**config.mk**
```make
export PLATFORM = sky130hd
export DESIGN_NAME = aes_word_sequencer
export DESIGN_NICKNAME = d
export VERILOG_FILES = /design/src/rtl/aes_word_sequencer.sv
export SDC_FILE = /design/constraint.sdc
export NUM_CORES = 1
export LEC_CHECK = 0
export ABC_AREA = 1
export CORE_ASPECT_RATIO = 1.25
export CORE_UTILIZATION = 25
export DETAILED_ROUTE_END_ITERATION = 8
export SLEW_MARGIN = 40
export SYNTH_ARGS = -nofsm -noshare
export SYNTH_HDL_FRONTEND = slang
export SYNTH_SLANG_ARGS = --single-unit
```
**constraint.sdc**
```tcl
create_clock -name s00_axi_aclk -period 2.92 [get_ports s00_axi_aclk]
set_input_delay 0.876 -clock s00_axi_aclk [delete_from_list [all_inputs] [get_ports s00_axi_aclk]]
set_output_delay 0.876 -clock s00_axi_aclk [all_outputs]
set_load 0.01 [all_outputs]
```
**src/rtl/aes_word_sequencer.sv**
```systemverilog
// aes_word_sequencer: packs a 32-bit word stream into the 128-bit key and
// plaintext buses of a combinational AES-128 core. It holds those buses
// stable for SETTLE_CYCLES cycles, captures the ciphertext, and streams it
// back out as four 32-bit words. Every word stream is most-significant word first.
module aes_word_sequencer #(
    parameter int SETTLE_CYCLES = 4   // legal range 1..15
) (
    input  logic         s00_axi_aclk,
    input  logic         s00_axi_aresetn,
    input  logic [31:0]  in_data,
    input  logic         in_is_key,
    input  logic         in_valid,
    output logic         in_ready,
    output logic [31:0]  out_data,
    output logic         out_valid,
    input  logic         out_ready,
    output logic         out_last,
    output logic [127:0] plaintext,
    output logic [127:0] cipher_key,
    input  logic [127:0] ciphertext,
    output logic         busy,
    output logic         err_seq,
    output logic         err_nokey
);

    typedef enum logic [1:0] {
        ST_LOAD   = 2'd0,
        ST_SETTLE = 2'd1,
        ST_UNLOAD = 2'd2
    } state_e;

    localparam logic [3:0] SETTLE_INIT = 4'(SETTLE_CYCLES - 1);

    state_e        state_q, state_d;
    logic [1:0]    key_cnt_q, key_cnt_d;
    logic [1:0]    pt_cnt_q, pt_cnt_d;
    logic [1:0]    idx_q, idx_d;
    logic [3:0]    settle_q, settle_d;
    logic          key_loaded_q, key_loaded_d;
    logic          err_seq_q, err_seq_d;
    logic          err_nokey_q, err_nokey_d;
    logic [127:0]  key_shadow_q, key_shadow_d;
    logic [127:0]  cipher_key_q, cipher_key_d;
    logic [127:0]  plaintext_q, plaintext_d;
    logic [127:0]  out_reg_q, out_reg_d;

    logic          in_fire;
    logic          out_fire;
    logic [31:0]   out_word;

    // Handshakes are qualified by state alone, so ready never depends on valid.
    assign in_fire  = in_valid  && (state_q == ST_LOAD);
    assign out_fire = out_ready && (state_q == ST_UNLOAD);

    // Next-state and datapath updates for the load / settle / unload sequence.
    always_comb begin
        state_d      = state_q;
        key_cnt_d    = key_cnt_q;
        pt_cnt_d     = pt_cnt_q;
        idx_d        = idx_q;
        settle_d     = settle_q;
        key_loaded_d = key_loaded_q;
        err_seq_d    = err_seq_q;
        err_nokey_d  = err_nokey_q;
        key_shadow_d = key_shadow_q;
        cipher_key_d = cipher_key_q;
        plaintext_d  = plaintext_q;
        out_reg_d    = out_reg_q;

        unique case (state_q)
            ST_LOAD: begin
                if (in_fire && in_is_key) begin
                    // A key word arriving mid-plaintext aborts that block.
                    if (pt_cnt_q != 2'd0) begin
                        pt_cnt_d  = 2'd0;
                        err_seq_d = 1'b1;
                    end
                    // Word index n lands in bits [(3-n)*32 +: 32], i.e. MSW first.
                    key_shadow_d[{~key_cnt_q, 5'd0} +: 32] = in_data;
                    if (key_cnt_q == 2'd3) begin
                        cipher_key_d = key_shadow_d;
                        key_loaded_d = 1'b1;
                        key_cnt_d    = 2'd0;
                    end else begin
                        key_cnt_d = key_cnt_q + 2'd1;
                    end
                end else if (in_fire) begin
                    // A plaintext word mid-key discards the partial key; the
                    // committed key stays in force.
                    if (key_cnt_q != 2'd0) begin
                        key_cnt_d    = 2'd0;
                        key_shadow_d = '0;
                        err_seq_d    = 1'b1;
                    end
                    plaintext_d[{~pt_cnt_q, 5'd0} +: 32] = in_data;
                    if (pt_cnt_q == 2'd3) begin
                        pt_cnt_d = 2'd0;
                        if (key_loaded_q) begin
                            state_d  = ST_SETTLE;
                            settle_d = SETTLE_INIT;
                        end else begin
                            err_nokey_d = 1'b1;
                        end
                    end else begin
                        pt_cnt_d = pt_cnt_q + 2'd1;
                    end
                end
            end

            ST_SETTLE: begin
                // The core output is only trusted once the window has elapsed.
                if (settle_q == 4'd0) begin
                    out_reg_d = ciphertext;
                    idx_d     = 2'd0;
                    state_d   = ST_UNLOAD;
                end else begin
                    settle_d = settle_q - 4'd1;
                end
            end

            ST_UNLOAD: begin
                if (out_fire) begin
                    idx_d = idx_q + 2'd1;
                    if (idx_q == 2'd3) begin
                        state_d = ST_LOAD;
                    end
                end
            end

            default: begin
                state_d = ST_LOAD;
            end
        endcase
    end

    // State and datapath registers; synchronous active-low reset clears everything.
    always_ff @(posedge s00_axi_aclk) begin
        if (!s00_axi_aresetn) begin
            state_q      <= ST_LOAD;
            key_cnt_q    <= 2'd0;
            pt_cnt_q     <= 2'd0;
            idx_q        <= 2'd0;
            settle_q     <= 4'd0;
            key_loaded_q <= 1'b0;
            err_seq_q    <= 1'b0;
            err_nokey_q  <= 1'b0;
            key_shadow_q <= '0;
            cipher_key_q <= '0;
            plaintext_q  <= '0;
            out_reg_q    <= '0;
        end else begin
            state_q      <= state_d;
            key_cnt_q    <= key_cnt_d;
            pt_cnt_q     <= pt_cnt_d;
            idx_q        <= idx_d;
            settle_q     <= settle_d;
            key_loaded_q <= key_loaded_d;
            err_seq_q    <= err_seq_d;
            err_nokey_q  <= err_nokey_d;
            key_shadow_q <= key_shadow_d;
            cipher_key_q <= cipher_key_d;
            plaintext_q  <= plaintext_d;
            out_reg_q    <= out_reg_d;
        end
    end

    // Output word select, MSW first.
    always_comb begin
        out_word = out_reg_q[{~idx_q, 5'd0} +: 32];
    end

    // Outputs come from registers only; the reset gate forces them to zero
    // during reset, before the first reset edge has been seen.
    assign in_ready   = s00_axi_aresetn && (state_q == ST_LOAD);
    assign out_valid  = s00_axi_aresetn && (state_q == ST_UNLOAD);
    assign out_last   = s00_axi_aresetn && (state_q == ST_UNLOAD) && (idx_q == 2'd3);
    assign busy       = s00_axi_aresetn && (state_q != ST_LOAD);
    assign err_seq    = s00_axi_aresetn && err_seq_q;
    assign err_nokey  = s00_axi_aresetn && err_nokey_q;
    assign out_data   = s00_axi_aresetn ? out_word     : 32'd0;
    assign plaintext  = s00_axi_aresetn ? plaintext_q  : 128'd0;
    assign cipher_key = s00_axi_aresetn ? cipher_key_q : 128'd0;

endmodule

```
### Word-level counts from Yosys, hierarchy flattened

Cells that the tools add are included.

| storage, ports and cells | value |
|---|---|
| input port bits | 165 |
| logic and storage cells | 107 |
| bits in registers | 527 |
| output and inout port bits | 294 |

| operators by class | value |
|---|---|
| add/sub/neg operators | 6 |
| equality and inequality tests | 14 |
| mux-type cells | 37 |
| reduce and logical (&&, ||, !) cells | 28 |
| bitwise operators | 5 |
| shift operators | 5 |

Operator list:

| cell | count |
|---|---|
| 128-bit 2-to-1 mux | 5 |
| 128-bit bitwise mux | 2 |
| 32-bit by 9-bit variable shift with 128-bit output (first input constant) | 2 |
| 32-bit by 9-bit indexed part select with 128-bit output | 2 |
| 128-bit by 8-bit indexed part select with 32-bit output | 1 |
| 2-bit 2-to-1 mux | 17 |
| 32-bit 2-to-1 mux | 1 |
| 4-bit 2-to-1 mux | 5 |
| 7-bit negation with 9-bit output | 2 |
| 3-bit AND reduction | 5 |
| 2-bit nonzero test | 7 |
| 2-bit != test (second input constant) | 6 |
| 1-bit logical AND | 9 |
| 2-bit == test (second input constant) | 4 |
| 4-bit one-hot mux with 2 select lines | 1 |
| 7-bit AND reduction | 1 |
| 2-bit by 1-bit adder with 2-bit output (second input constant) | 3 |
| 2-bit by 1-bit != test with 1-bit output (second input constant) | 3 |
| 2-bit inverter | 3 |
| 2-bit one-hot mux with 3 select lines | 1 |
| 6-bit AND reduction | 1 |
| 5-bit AND reduction | 1 |
| 4-bit logical NOT | 1 |
| 1-bit 2-to-1 mux | 4 |
| other kinds (7) | 8 |

### Logic depth before layout (Yosys ltp)

| logic depth | value |
|---|---|
| depth in word-level cells | 5 |
| gate-level depth with buffers | 11 |
| gate-level depth less buffers | 9 |

### Worst setup path after synthesis

Ideal clock, no wire load.

| path | value |
|---|---|
| path kind | input -> output |
| start point | in s00_axi_aresetn |
| end point | out busy |
| data arrival time | 1739 ps |
| buffers on the path | 3 |
| stages on the path | 5 |
| slack | 305 ps |
| data required time | 2044 ps |
| path through | buf_2 inv_1 clkbuf_1 clkbuf_1 nor2_1 |

| on the way | value |
|---|---|
| longest elaborated chain between the ends | 1 |

RTL lines:

| element | RTL line | source |
|---|---|---|
| start, declared | 9 | `input logic s00_axi_aresetn,` |
| 1-bit logical AND | 177 | `assign busy = s00_axi_aresetn && (state_q != ST_LOAD);` |
| end, declared | 21 | `output logic busy,` |

No other way between the ends.

### Worst setup path after layout

| path | value |
|---|---|
| start point | in s00_axi_aresetn |
| end point | out cipher_key[125] |

| on the way | value |
|---|---|
| longest elaborated chain between the ends | 1 |

RTL lines:

| element | RTL line | source |
|---|---|---|
| 128-bit 2-to-1 mux | 182 | `assign cipher_key = s00_axi_aresetn ? cipher_key_q : 128'd0;` |
| end, declared | 19 | `output logic [127:0] cipher_key,` |

No other way between the ends.

==> flow_summary.ini <==
[status]
status = finished, final reports clean

[floorplan]
die_x_um = 271.8
rows = 123
die_height_um = 339.2
io-pin-count = 459
core_area_mm2 = 0.09003
start_util_pct = 25.26
die_area_mm2 = 0.09217

[placement]
place_hpwl_um = 62370
post_dp_cell_area_mm2 = 0.03028
port_buffers = 458
dp.cells = 5020
gp_congestion = 0.8665

[logic_synthesis]
syn_area_mm2 = 0.02274
synth_seq_cells = 527
syn_nets = 3516
synth_cell_types = 25
syn_inst = 3337
ys_warn_count = 0
synth.avg_cell_area_um2 = 6.814
ys_seq_area_share_pct = 46.40

[global_route]
gr-usage-met1_pct = 23.70
busiest_layer = met2
grt_overflow_total = 0
grt_pass1_wl_um = 133400
antenna_found_initial = 2
grt_pass1_vias = 21680
grt_max_degree = 80
use_met3_pct = 4.598
grt_use_total_pct = 18.80
grt_use_met2_pct = 29.96

[finish]
fin_cells = 5153
mostFrequentLayoutCell = nand2_1
final_cell_mix = 1053 x nand2_1, 523 x dfxtp_1, 378 x nor2_1
stdcell_area_mm2 = 0.03327
drive_gt1_share_pct = 13.54
syn_to_final_growth_pct = 46.31
final_nets = 4097

[power]
combPwrFrac_pct = 7.8
totalPowerFinal_w = 0.01610
max-vdd-ir-drop_mv = 0.4327
swShare_pct = 25.08
pwr-share-clk_pct = 47.1
sequentialPowerShare_pct = 45.1
cell_internal_pwr_w = 0.01206
power_switching_w = 0.004038
power.leakage_nw = 17.02
p_per_area_mw_per_mm2 = 483.9

[sta]
finalClockSkew_ns = 0.02954
layout_min_cycle_time_ns = 2.893
finalSetupViolations = 0
finalHoldViolCount = 0
timing.fmax_ghz = 0.3457
maxSlewHeadroom_pct = 44.63
rsz0062_at_grt = yes
worst_slew_pin_slew_ns = 0.8306
maxSlewViolCount = 0
period_share_pct = 99.06
fin_setup_tns_ns = 0

[worst_hold_path]
hold_path_end = err_nokey_q$_SDFFE_PN0P_
hold_class = flop to flop
min_from = err_nokey_q$_SDFFE_PN0P_
holdPathStages = 2

[worst_setup_path]
r2r_slack_ns = 0.53
critical_path_required_ns = 2.04
r2r_start = key_cnt_q[0]$_SDFFE_PN0P_
critPathLaunchType = input pin
crit_family = buffers and inverters
cp_max_fo = 8
worstReg2RegEnd = key_shadow_q[7]$_SDFFE_PN0P_
critPathMaxStageDelay_ns = 0.52
cp-startpoint = s00_axi_aresetn
crit_type = input pin to output pin
critPathBufInv = 4
cp_cell_sequence = bufbuf_16, buf_16, nand2_2, inv_1, clkdlybuf4s50_1
crit_slowest_cell = clkdlybuf4s50_1
r2r_cells = 9
cp.arrival_ns = 2.02
worst-path-stages = 5
end_kind = output pin

[clocking]
cts_htree_levels = 2
cts_buffers = 58
cts_hold_buf = 0
clk_path_buf_depth = 3
clock_latency_ns = 0.65
cts.sinks = 527
cts_tree = done
clk_pin_slew_ns = 0.06
cts-root-buf = clkbuf_16

[detailed_routing]
drt_iter0_markers = 1630
routedWlPerCell_um = 17.56
viasPerCell = 4.539
drtPass1Iterations = 5
vias = 23390
wl_um = 90500
drtAntennaViolNets = 0
drcViolationCount = 0

[job]
maxCapViolCount = 0
[what timing repair did]
action / in CTS / in global routing
setup buffers: 11 / 4
gates resized for setup: 285 / 201
setup endpoints to repair: 260 / 168
pin swaps: 21 / 18
cloned: 6 / 4
[power by group through the flow]
stage	Sequential [W]	Combinational (W)	Clock, W
floorplan	0.00741	0.000510	0
global placement	0.00742	0.00119	0
detailed placement	0.00742	0.00119	0
CTS	0.00726	0.00123	0.00779
global route	0.00726	0.00134	0.00808
finish	0.00726	0.00125	0.00758
[area by class of cell]
| class | instances | area (µm²) |
|---|---|---|
| Antenna cell | 1 | 2.502 |
| Clock buffer | 86 | 1747 |
| Clock inverter | 21 | 222.7 |
| Fill cell | 9477 | 56760 |
| Inverter | 310 | 1177 |
| Multi-Input combinational cell | 2262 | 10330 |
| Sequential cell | 527 | 10560 |
| Tap cell | 1187 | 1485 |
| Timing Repair Buffer | 759 | 7749 |
[per-stage QoR]
step / utilization [%] / hold WS (ns) / setup WS (ns)
2_1_floorplan: - / 0.4175 / 0.3046
3_3_place_gp: 33.64 / 0.4289 / -0.1444
3_5_place_dp: 33.64 / 0.4370 / -0.1499
4_1_cts: 36.28 / 0.4521 / -0.06155
5_1_grt: 36.95 / 0.4760 / -0.02648
6_report: 36.95 / 0.4493 / 0.02733
[routing by layer]
layer | part of all wire, % | vias to the layer above
met4 | 4.6 | 2
met5 | 0.017 | -
met2 | 45 | 830
li1 | - | 11710
met3 | 8.4 | 134
met1 | 42 | 10720
[flip-flops by register name (all words and copies together), names as in the netlist]
name          cells
cipher_key_q    128
key_shadow_q    128
out_reg_q       128
plaintext_q     128
settle_q          4
idx_q             2
key_cnt_q         2
pt_cnt_q          2
state_q           2
err_nokey_q       1
err_seq_q         1
key_loaded_q      1
[kinds of logic after synthesis]
group,synth area share [%]
buffers and inverters,9.712
xor gates and xnor gates,0.03852
AOI/OAI and AO/OA,17.79
and+or+nand+nor,25.29
adders and majority gates,0.7703
DFF,46.40
[cell usage after synthesis, drive strengths merged]
library cell,n,area share (%)
inv,306,5.1
a21oi,172,3.8
ha,14,0.77
clkbuf,153,2.5
clkinv,4,0.066
xnor2,1,0.039
nand4,8,0.22
o31ai,123,4.1
o21bai,2,0.066
dfxtp,527,46
nand3,18,0.42
o21ai,448,9.9
nor2,412,6.9
nand2,1063,18
nor3b,1,0.033
buf,85,2.1
[worst min-delay path: cells and delay by family, from the launching register on]
family | cells | cell delay [ns]
flip-flops | 1 | 0.30
AND/OR/NAND/NOR | 2 | 0.12
[worst max path at each step]
stage                     slack (ns)         endpoint
after global routing           -0.03      out_data[6]
final                           0.03  cipher_key[125]
after global placement         -0.14   cipher_key[71]
after floorplan                 0.30             busy
after CTS                      -0.06     out_data[23]
after detailed placement       -0.15   cipher_key[71]
Power figures use the tool's default switching activity.
